`src/rtl/ir_gesture_pkg.sv`:
```
// Shared types for the IR gesture front end: movement codes, sensor bit positions and the
// pattern classifier.
package ir_gesture_pkg;

    typedef enum logic [3:0] {
        HOVER      = 4'd0,
        FWD        = 4'd1,
        BACK       = 4'd2,
        LEFT       = 4'd3,
        RIGHT      = 4'd4,
        FWD_RIGHT  = 4'd5,
        FWD_LEFT   = 4'd6,
        BACK_RIGHT = 4'd7,
        BACK_LEFT  = 4'd8,
        INVALID    = 4'd9
    } move_code_t;

    localparam int unsigned IR_BACK  = 0;
    localparam int unsigned IR_FWD   = 1;
    localparam int unsigned IR_RIGHT = 2;
    localparam int unsigned IR_LEFT  = 3;

    function automatic move_code_t classify(input logic [3:0] pat);
        move_code_t code;
        if (pat == 4'd0) begin
            code = HOVER;
        end else if ((pat[IR_BACK] & pat[IR_FWD]) | (pat[IR_RIGHT] & pat[IR_LEFT])) begin
            // Opposing sensors both covered; also catches every 3- and 4-bit pattern
            code = INVALID;
        end else begin
            case (pat)
                4'b0010: code = FWD;
                4'b0001: code = BACK;
                4'b1000: code = LEFT;
                4'b0100: code = RIGHT;
                4'b0110: code = FWD_RIGHT;
                4'b1010: code = FWD_LEFT;
                4'b0101: code = BACK_RIGHT;
                4'b1001: code = BACK_LEFT;
                default: code = INVALID;
            endcase
        end
        return code;
    endfunction

endpackage

```
`src/rtl/ir_gesture_if.sv`:
```
// Valid/ready channel carrying movement codes from the gesture conditioner downstream.
interface ir_gesture_if;
    import ir_gesture_pkg::*;

    move_code_t move_code;
    logic       move_valid;
    logic       move_ready;

    modport master (output move_code, output move_valid, input move_ready);
    modport slave  (input move_code, input move_valid, output move_ready);

endinterface

```
`src/rtl/ir_debounce.sv`:
```
// One IR channel: 2-flop synchroniser followed by a counting debouncer. A new level reaches
// the output exactly 2+DEBOUNCE_CYCLES clocks after it appears at the input.
module ir_debounce #(
    parameter int unsigned DEBOUNCE_CYCLES = 50000
) (
    input  logic clk,
    input  logic reset_n,
    input  logic din,
    output logic dout
);

    localparam int unsigned CW = $clog2(DEBOUNCE_CYCLES + 1);

    logic          sync1_q, sync2_q;
    logic          stable_q, stable_d;
    logic [CW-1:0] cnt_q, cnt_d;

    // The flip happens on the edge the count would reach DEBOUNCE_CYCLES
    always_comb begin
        cnt_d    = '0;
        stable_d = stable_q;
        if (sync2_q != stable_q) begin
            if (cnt_q >= CW'(DEBOUNCE_CYCLES - 1)) begin
                stable_d = ~stable_q;
            end else begin
                cnt_d = cnt_q + CW'(1);
            end
        end
    end

    always_ff @(posedge clk or negedge reset_n) begin
        if (!reset_n) begin
            sync1_q  <= 1'b0;
            sync2_q  <= 1'b0;
            stable_q <= 1'b0;
            cnt_q    <= '0;
        end else begin
            sync1_q  <= din;
            sync2_q  <= sync1_q;
            stable_q <= stable_d;
            cnt_q    <= cnt_d;
        end
    end

    assign dout = stable_q;

endmodule

```
`src/rtl/ir_gesture_conditioner.sv`:
```
// IR gesture front end: debounces four sensors, qualifies held patterns into movement codes
// and offers them on a valid/ready channel. IR_GESTURE_STATS_EN adds event counters.
module ir_gesture_conditioner
    import ir_gesture_pkg::*;
#(
    parameter int unsigned DEBOUNCE_CYCLES = 50000,
    parameter int unsigned HOLD_CYCLES     = 250000,
    parameter bit          IR_ACTIVE_LOW   = 1'b1
) (
    input  logic               clk,
    input  logic               reset_n,
    input  logic [3:0]         ir_raw,
    output logic [3:0]         ir_clean,
    ir_gesture_if.master       mv,
    output logic               overrun
`ifdef IR_GESTURE_STATS_EN
    ,
    output logic [15:0]        gesture_count,
    output logic [15:0]        invalid_count
`endif
);

    localparam int unsigned HW = $clog2(HOLD_CYCLES + 1);

    localparam logic [1:0] ST_IDLE   = 2'd0;
    localparam logic [1:0] ST_ARM    = 2'd1;
    localparam logic [1:0] ST_ACTIVE = 2'd2;

    logic [3:0] ir_act;
    assign ir_act = IR_ACTIVE_LOW ? ~ir_raw : ir_raw;

    for (genvar i = 0; i < 4; i++) begin : g_ch
        ir_debounce #(
            .DEBOUNCE_CYCLES(DEBOUNCE_CYCLES)
        ) u_debounce (
            .clk    (clk),
            .reset_n(reset_n),
            .din    (ir_act[i]),
            .dout   (ir_clean[i])
        );
    end

    logic [1:0]    state_q, state_d;
    logic [3:0]    lp_q, lp_d;
    logic [HW-1:0] hc_q, hc_d;
    logic          emit;
    move_code_t    emit_code;

    always_comb begin
        state_d   = state_q;
        lp_d      = lp_q;
        hc_d      = hc_q;
        emit      = 1'b0;
        emit_code = HOVER;
        case (state_q)
            ST_IDLE: begin
                if (ir_clean != 4'd0) begin
                    state_d = ST_ARM;
                    lp_d    = ir_clean;
                    hc_d    = HW'(1);
                end
            end
            ST_ARM: begin
                if (ir_clean == 4'd0) begin
                    state_d = ST_IDLE;
                    hc_d    = '0;
                end else if (ir_clean != lp_q) begin
                    lp_d = ir_clean;
                    hc_d = HW'(1);
                end else begin
                    if (hc_q != HW'(HOLD_CYCLES)) begin
                        hc_d = hc_q + HW'(1);
                    end
                    if (hc_q >= HW'(HOLD_CYCLES - 1)) begin
                        state_d   = ST_ACTIVE;
                        emit      = 1'b1;
                        emit_code = classify(lp_q);
                    end
                end
            end
            ST_ACTIVE: begin
                if (ir_clean == 4'd0) begin
                    state_d = ST_IDLE;
                    hc_d    = '0;
                    emit    = 1'b1;
                end else if (ir_clean != lp_q) begin
                    state_d = ST_ARM;
                    lp_d    = ir_clean;
                    hc_d    = HW'(1);
                end
            end
            default: state_d = ST_IDLE;
        endcase
    end

    always_ff @(posedge clk or negedge reset_n) begin
        if (!reset_n) begin
            state_q <= ST_IDLE;
            lp_q    <= '0;
            hc_q    <= '0;
        end else begin
            state_q <= state_d;
            lp_q    <= lp_d;
            hc_q    <= hc_d;
        end
    end

    move_code_t code_q;
    logic       valid_q;
    logic       overrun_q;
    logic       accept;

    assign accept = valid_q && mv.move_ready;

    // A fresh emit always wins; it only counts as an overrun if the old one was not taken
    always_ff @(posedge clk or negedge reset_n) begin
        if (!reset_n) begin
            code_q    <= HOVER;
            valid_q   <= 1'b0;
            overrun_q <= 1'b0;
        end else begin
            overrun_q <= 1'b0;
            if (emit) begin
                code_q    <= emit_code;
                valid_q   <= 1'b1;
                overrun_q <= valid_q && !mv.move_ready;
            end else if (accept) begin
                valid_q <= 1'b0;
            end
        end
    end

    assign mv.move_code  = code_q;
    assign mv.move_valid = valid_q;
    assign overrun       = overrun_q;

`ifdef IR_GESTURE_STATS_EN
    logic [15:0] gesture_q, invalid_q;

    always_ff @(posedge clk or negedge reset_n) begin
        if (!reset_n) begin
            gesture_q <= '0;
            invalid_q <= '0;
        end else begin
            if (accept && code_q != HOVER && code_q != INVALID && gesture_q != 16'hFFFF) begin
                gesture_q <= gesture_q + 16'd1;
            end
            if (emit && emit_code == INVALID && invalid_q != 16'hFFFF) begin
                invalid_q <= invalid_q + 16'd1;
            end
        end
    end

    assign gesture_count = gesture_q;
    assign invalid_count = invalid_q;
`endif

endmodule

```
`src/flat_wrapper.sv`:
```
// flat-port wrapper written by rule: the top's interface ports become plain ports
module ir_gesture_conditioner_flat import ir_gesture_pkg::*;
#(
    parameter int unsigned DEBOUNCE_CYCLES = 50000,
    parameter int unsigned HOLD_CYCLES     = 250000,
    parameter bit          IR_ACTIVE_LOW   = 1'b1
)
  (clk, reset_n, ir_raw, ir_clean, overrun, mv_move_code, mv_move_valid, mv_move_ready);
  ir_gesture_if mv_i ();
  input  logic clk;
  input  logic reset_n;
  input  logic [3:0] ir_raw;
  output logic [3:0] ir_clean;
  output logic overrun;
  output wire logic [$bits(mv_i.move_code)-1:0] mv_move_code;
  output wire logic [$bits(mv_i.move_valid)-1:0] mv_move_valid;
  input wire logic [$bits(mv_i.move_ready)-1:0] mv_move_ready;
  assign mv_move_code = mv_i.move_code;
  assign mv_move_valid = mv_i.move_valid;
  assign mv_i.move_ready = mv_move_ready;
  ir_gesture_conditioner #(.DEBOUNCE_CYCLES(DEBOUNCE_CYCLES), .HOLD_CYCLES(HOLD_CYCLES), .IR_ACTIVE_LOW(IR_ACTIVE_LOW)) u_core (.clk(clk), .reset_n(reset_n), .ir_raw(ir_raw), .ir_clean(ir_clean), .mv(mv_i), .overrun(overrun));
endmodule
```
`config.mk`:
```
export PLATFORM = sky130hd
export DESIGN_NAME = ir_gesture_conditioner_flat
export DESIGN_NICKNAME = d
export VERILOG_FILES = /design/src/rtl/ir_gesture_pkg.sv /design/src/rtl/ir_gesture_if.sv /design/src/rtl/ir_debounce.sv /design/src/rtl/ir_gesture_conditioner.sv /design/src/flat_wrapper.sv
export SDC_FILE = /design/constraint.sdc
export NUM_CORES = 1
export LEC_CHECK = 0
export CAP_MARGIN = 5
export CORE_ASPECT_RATIO = 1.5
export CORE_MARGIN = 3
export CORE_UTILIZATION = 42
export CTS_CLUSTER_DIAMETER = 60
export DETAILED_ROUTE_END_ITERATION = 7
export GPL_ROUTABILITY_DRIVEN = 0
export PLACE_DENSITY_LB_ADDON = 0.12
export SLEW_MARGIN = 20
export SYNTH_ARGS = -nofsm -noshare
export SYNTH_HDL_FRONTEND = slang
export SYNTH_HIERARCHICAL = 1
export SYNTH_SLANG_ARGS = --single-unit
```
`constraint.sdc`:
```
create_clock -name clk -period 2.85 [get_ports clk]
set_clock_uncertainty 0.15 [all_clocks]
set_input_delay 0.285 -clock clk [delete_from_list [all_inputs] [get_ports clk]]
set_output_delay 0.285 -clock clk [all_outputs]
set_load 0.05 [all_outputs]
```
Yosys cells after proc, flatten, opt, wreduce, memory -nomap -nowiden. Memory sizes are Yosys's and may differ from the RTL's. Cells that the tools add are included.

Register bits after elaboration: 106. Bits in latches: 0. Memory bits (writable): 0. Bits in read-only memories: 64. Word-level logic and storage cells: 114. Memories: 1.

Memory list: (name not given) (words 16, bits a word 4, rd ports 1, clocked after memory_dff 0, write ports 0, line ir_gesture_pkg.sv:31) `case (pat)`.

Add/subtract/negate cells: 5. $mul: 0. Divide/modulo/power cells: 0. Order comparisons: 5. Equal/unequal tests: 15. Shift operators: 0. Mux-type cells: 40. Bitwise gates (word level): 8. Reductions and logical operators: 18.

Operators with widths (count): 16-bit two-way mux (8); 18-bit two-way mux (6); 16-bit by 1-bit adder with 16-bit output, second input constant (4); 16-bit greater-or-equal comparator, second input constant (4); 18-bit case mux with 3 select lines (1); 4-bit two-way mux (9); 18-bit by 1-bit adder with 18-bit output, second input constant (1); 18-bit greater-or-equal comparator, second input constant (1); 18-bit != test, second input constant (1); 2-bit two-way mux (6); 4-bit AND reduction (3); 4-bit logical NOT (2); 4-bit case mux with 2 select lines (1); 2-bit AND reduction (4); 1-bit two-way mux (7); 3-bit by 1-bit != test with 1-bit output, second input constant (2); 2-bit case mux with 3 select lines (1); 1-bit != test (4); 2-bit by 1-bit != test with 1-bit output, second input constant (2); 4-bit by 1-bit != test with 1-bit output, second input constant (1); 4-bit != test (1); 1-bit NOT (4); 4-bit NOT (1); 2-bit nonzero test (2); 13 further kinds (15).

Longest topological paths before layout.
Word-level depth: 8. Gate-level depth with buffers: 9.

Cells and area by module. Netlist, hierarchy kept.

Modules (own cells, without submodules): ir_debounce (times used 4, cells each 87, area each 887.1 um^2, seq. area each 475.5 um^2); ir_gesture_conditioner (times used 1, cells each 243, area each 2120.8 um^2, seq. area each 750.7 um^2).

Worst setup path before layout. OpenSTA, ideal clock, no wires.

Path type: register to register. Start: register u_core.g_ch[0].u_debounce.stable_q. End: register u_core.hc_q[9]. Arrival time: 2.298 ns. Data required time: 2.605 ns. Slack: 0.307 ns. Stages on the path, launching flop included: 7. Buffers on the path: 1. Clock period less this slack: 2.543 ns. Cells stage by stage: dfrtp_1 or4_1 nand2_1 o21ai_1 or4_1 buf_2 o31ai_1.

Word-level cells in the longest chain between the ends: 4. Elaborated cells between the ends (all ways): 11.

RTL lines: start: declaration (line ir_debounce.sv:15) `logic stable_q, stable_d;`; start signal: assignment (line ir_debounce.sv:40) `stable_q <= stable_d;`; 4-bit != test (line ir_gesture_conditioner.sv:67, ir_gesture_conditioner.sv:86); 18-bit two-way mux (line ir_gesture_conditioner.sv:67) `end else if (ir_clean != lp_q) begin`; 18-bit two-way mux (line ir_gesture_conditioner.sv:64) `if (ir_clean == 4'd0) begin`; 18-bit case mux with 3 select lines (line ir_gesture_conditioner.sv:55) `case (state_q)`; end signal: assignment (line ir_gesture_conditioner.sv:100) `hc_q <= '0;`; end signal: assignment (line ir_gesture_conditioner.sv:104) `hc_q <= hc_d;`; end: declaration (line ir_gesture_conditioner.sv:45) `logic [HW-1:0] hc_q, hc_d;`.

Parallel ways exist; a longest one is shown, timed or not. A chain may end at the register's enable or synchronous reset.

Worst setup path in the final report.
Start: register u_core.state_q[1]. End: register u_core.hc_q[5].

Word-level cells in the longest chain between the ends: 3. Elaborated cells between the ends (all ways): 9.

RTL lines: start: declaration (line ir_gesture_conditioner.sv:43) `logic [1:0] state_q, state_d;`; start signal: assignment (line ir_gesture_conditioner.sv:102) `state_q <= state_d;`; 2-bit by 1-bit == test with 1-bit output (tied with other cells) (line ir_gesture_conditioner.sv:55); 4-bit by 1-bit != test with 1-bit output (no line) (tied with other cells); 4-bit AND reduction (no line).

Parallel ways exist; a longest one is shown, timed or not.

==> impl_metrics.tcl <==
set metrics [dict create \
    clockBufferDepth 2 \
    finalSetupViolCount 0 \
    rsz0062_at_grt "no" \
    vias_per_cell 5.50 \
    hold_end "u_core/g_ch[2].u_debounce/sync2_q" \
    synth_area_per_cell_um2 9.59 \
    drv_cap 0 \
    grt_util_all_layers_pct 17.1 \
    regArea_um2 2650 \
    cp_max_fo 12 \
    cts_buffers 9 \
    finalMaxSlewViolations 0 \
    post-route-util_pct 48.6 \
    period_minus_slack_ns 2.64 \
    hold_depth 0 \
    worst_pin_slew_ns 0.808 \
    start_kind "register" \
    cts_tree "built" \
    hold_start "u_core/g_ch[2].u_debounce/sync1_q" \
    syn_inst 591 \
    hold_path.class "reg2reg" \
    htree_levels 3 \
    setup_tns_ns 0 \
    wire_per_inst_um 15.1 \
    ant_nets 0 \
    fin_crit_sh_pct 92.5 \
    syn_area_um2 5670 \
    r2r-end "u_core/hc_q[5]" \
    layout-drive-gt1-share_pct 8.52 \
    grt_first_pass_wirelength_um 21000 \
    power.leakage_nw 2.44 \
    clkTransAtPathRegs_ns 0.07 \
    drtIter0Drc 157 \
    cts-root-buf "clkbuf_16" \
    ys_warn_count 6 \
    synth-async-reset-ratio_pct 100 \
    drc 0 \
    p_per_area_nw_per_um2 471 \
    required_ns 2.93 \
    critPathCaptureType "register" \
    dp_hpwl_um 8400 \
    placed_cells 764 \
    n_fill_cell 1225 \
    timing.fmax_mhz 379 \
    diodes 0 \
    io_buffers 16 \
    ff2ff_path_depth 6 \
    hold-worst-slack_ns 0.200 \
    multi_input_comb_area_um2 2790 \
    synth_fp_nets 613 \
    r2r_slack_ns 0.21 \
    io_pins 17 \
    layout_common_cells "dfrtp_1 (106), nor2_1 (89), xnor2_1 (56)" \
    postCtsSetupBuffers 0 \
    dr.pass1.iters 4 \
    status "finished clean" \
    final_common_cell "dfrtp_1" \
    timing.rr.start "u_core/state_q[1]" \
    cp.arrival_ns 2.72 \
    ir_drop_mv 0.332 \
    netlist.area_leader.share_pct 46.8 \
    std_cell_rows 51 \
    synth_edf_count 0 \
    grt_overflow 0 \
    relSlewSlack_pct 45.3 \
    die_w_um 101 \
    cts_sinks 106 \
    final_net_count 639 \
    yosys.area.top_type "dfrtp_1" \
    grt_pass1_vias 4444 \
    grt_start_max_net_pins 69 \
    fp.dieH_um 148 \
    synth_flop_cell "dfrtp_1" \
    die-area_um2 15000 \
    hold_viol 0 \
    synth_seq_cells 106 \
    core_area_um2 13100 \
    vias 4298 \
    antenna_found_initial 0 \
    synthDistinctLibCells 50 \
    syn2layout_area_growth_pct 12.2 \
    yosysSeqAreaShare_pct 46.8 \
    criticalPathCategory "reg2reg" \
    synth_area_leaders "dfrtp_1 (47%), xnor2_1 (8.7%), nor2_1 (6.0%)" \
    clk_latency_ns 0.34 \
    initial_core_util_pct 43.3 \
    stdcell_count 781 \
    routed_wl_um 11800 \
]
-- power breakdown --
| part | internal (W) | switching [W] | total, W |
|---|---|---|---|
| clock | 0.000801 | 0.000564 | 0.00137 |
| combinational | 0.0000290 | 0.0000569 | 0.0000859 |
| sequential | 0.00152 | 0.0000212 | 0.00154 |
| total | 0.00235 | 0.000642 | 0.00299 |
-- sequential cells by signal (all words and copies together) (netlist names), 2 cells and up --
| register | count |
|---|---|
| u_core/hc_q | 18 |
| u_core/lp_q | 4 |
| u_core/g_ch.u_debounce/cnt_q | 64 |
| u_core/g_ch.u_debounce/dout | 4 |
| u_core/g_ch.u_debounce/sync1_q | 4 |
| u_core/g_ch.u_debounce/sync2_q | 4 |
| u_core/state_q | 2 |
| u_core/mv.move_code | 4 |
-- timing repair --
action,CTS,global route
endpoints found under the setup margin,0,4
gates resized for setup,0,1
hold endpoints to repair,38,0
hold buffers,1,0
-- cell families after synthesis --
logic type,share of synthesized area (%)
XOR/XNOR,9.89
buffers and inverters,4.08
multiplexers,2.21
flip-flops,46.8
AO/OA/AOI/OAI,9.58
AND/OR/NAND/NOR,24.1
adder cells (fa/ha/maj),3.31
-- cell usage after synthesis (8+ instances only) --
library cell	n
nand4_1	22
nor3_1	35
ha_1	15
nor4_1	24
dfrtp_1	106
nand2_1	35
nor2_1	90
a211oi_1	9
nand3_1	38
o21ai_0	17
o31ai_1	16
inv_1	31
mux2_2	8
xnor2_1	56
xor2_1	8
-- per-layer routing --
layer | part of all wire (%) | wire, um | GRT usage (%) | vias to the layer above
li1 | - | - | - | 2160
met4 | 1.5 | 178 | 5.53 | 0
met5 | 0 | 0 | 0 | -
met3 | 2.5 | 300 | 3.05 | 13
met2 | 52 | 6090 | 29.6 | 47
met1 | 44 | 5240 | 21.4 | 2078
-- cell type report --
cell class                      count  area share [%]
Clock buffer                       11            3.82
Sequential cell                   106            41.7
Timing Repair Buffer               30            4.37
Tap cell                          159            3.13
Clock inverter                      5            1.36
Inverter                           31            1.83
Multi-Input combinational cell    439            43.8
-- worst max path at each step --
stage | startpoint | endpoint | cells past startpoint | slack (ns)
2_1_floorplan | u_core/g_ch[0].u_debounce/dout | u_core/hc_q[9] | 6 | 0.31
6_report | u_core/state_q[1] | u_core/hc_q[5] | 6 | 0.21
4_1_cts | u_core/state_q[1] | u_core/hc_q[5] | 6 | 0.24
3_3_place_gp | u_core/hc_q[6] | u_core/hc_q[15] | 6 | 0.31
5_1_grt | u_core/state_q[1] | u_core/hc_q[5] | 6 | 0.08
3_5_place_dp | u_core/state_q[1] | u_core/mv.move_code[0] | 8 | 0.28
-- stage by stage --
| stage | cell area, um2 | setup WS, ns | total power (W) |
|---|---|---|---|
| final | 6360 | 0.215 | 0.00299 |
| after global routing | 6360 | 0.0788 | 0.00312 |
| after CTS | 6360 | 0.241 | 0.00305 |
| after detailed placement | 6020 | 0.280 | 0.00166 |
| after global placement | 6020 | 0.307 | 0.00166 |
| after floorplan | 5670 | 0.307 | 0.00161 |
-- critical path, stage by stage (launching register included) --
cell and delay (ns):
dfrtp_1 0.41, inv_1 0.12, ha_1 0.20, o41a_1 0.25
nand2_1 0.23, or4_1 0.79, o41ai_1 0.38
(Power assumes the default switching activity.)
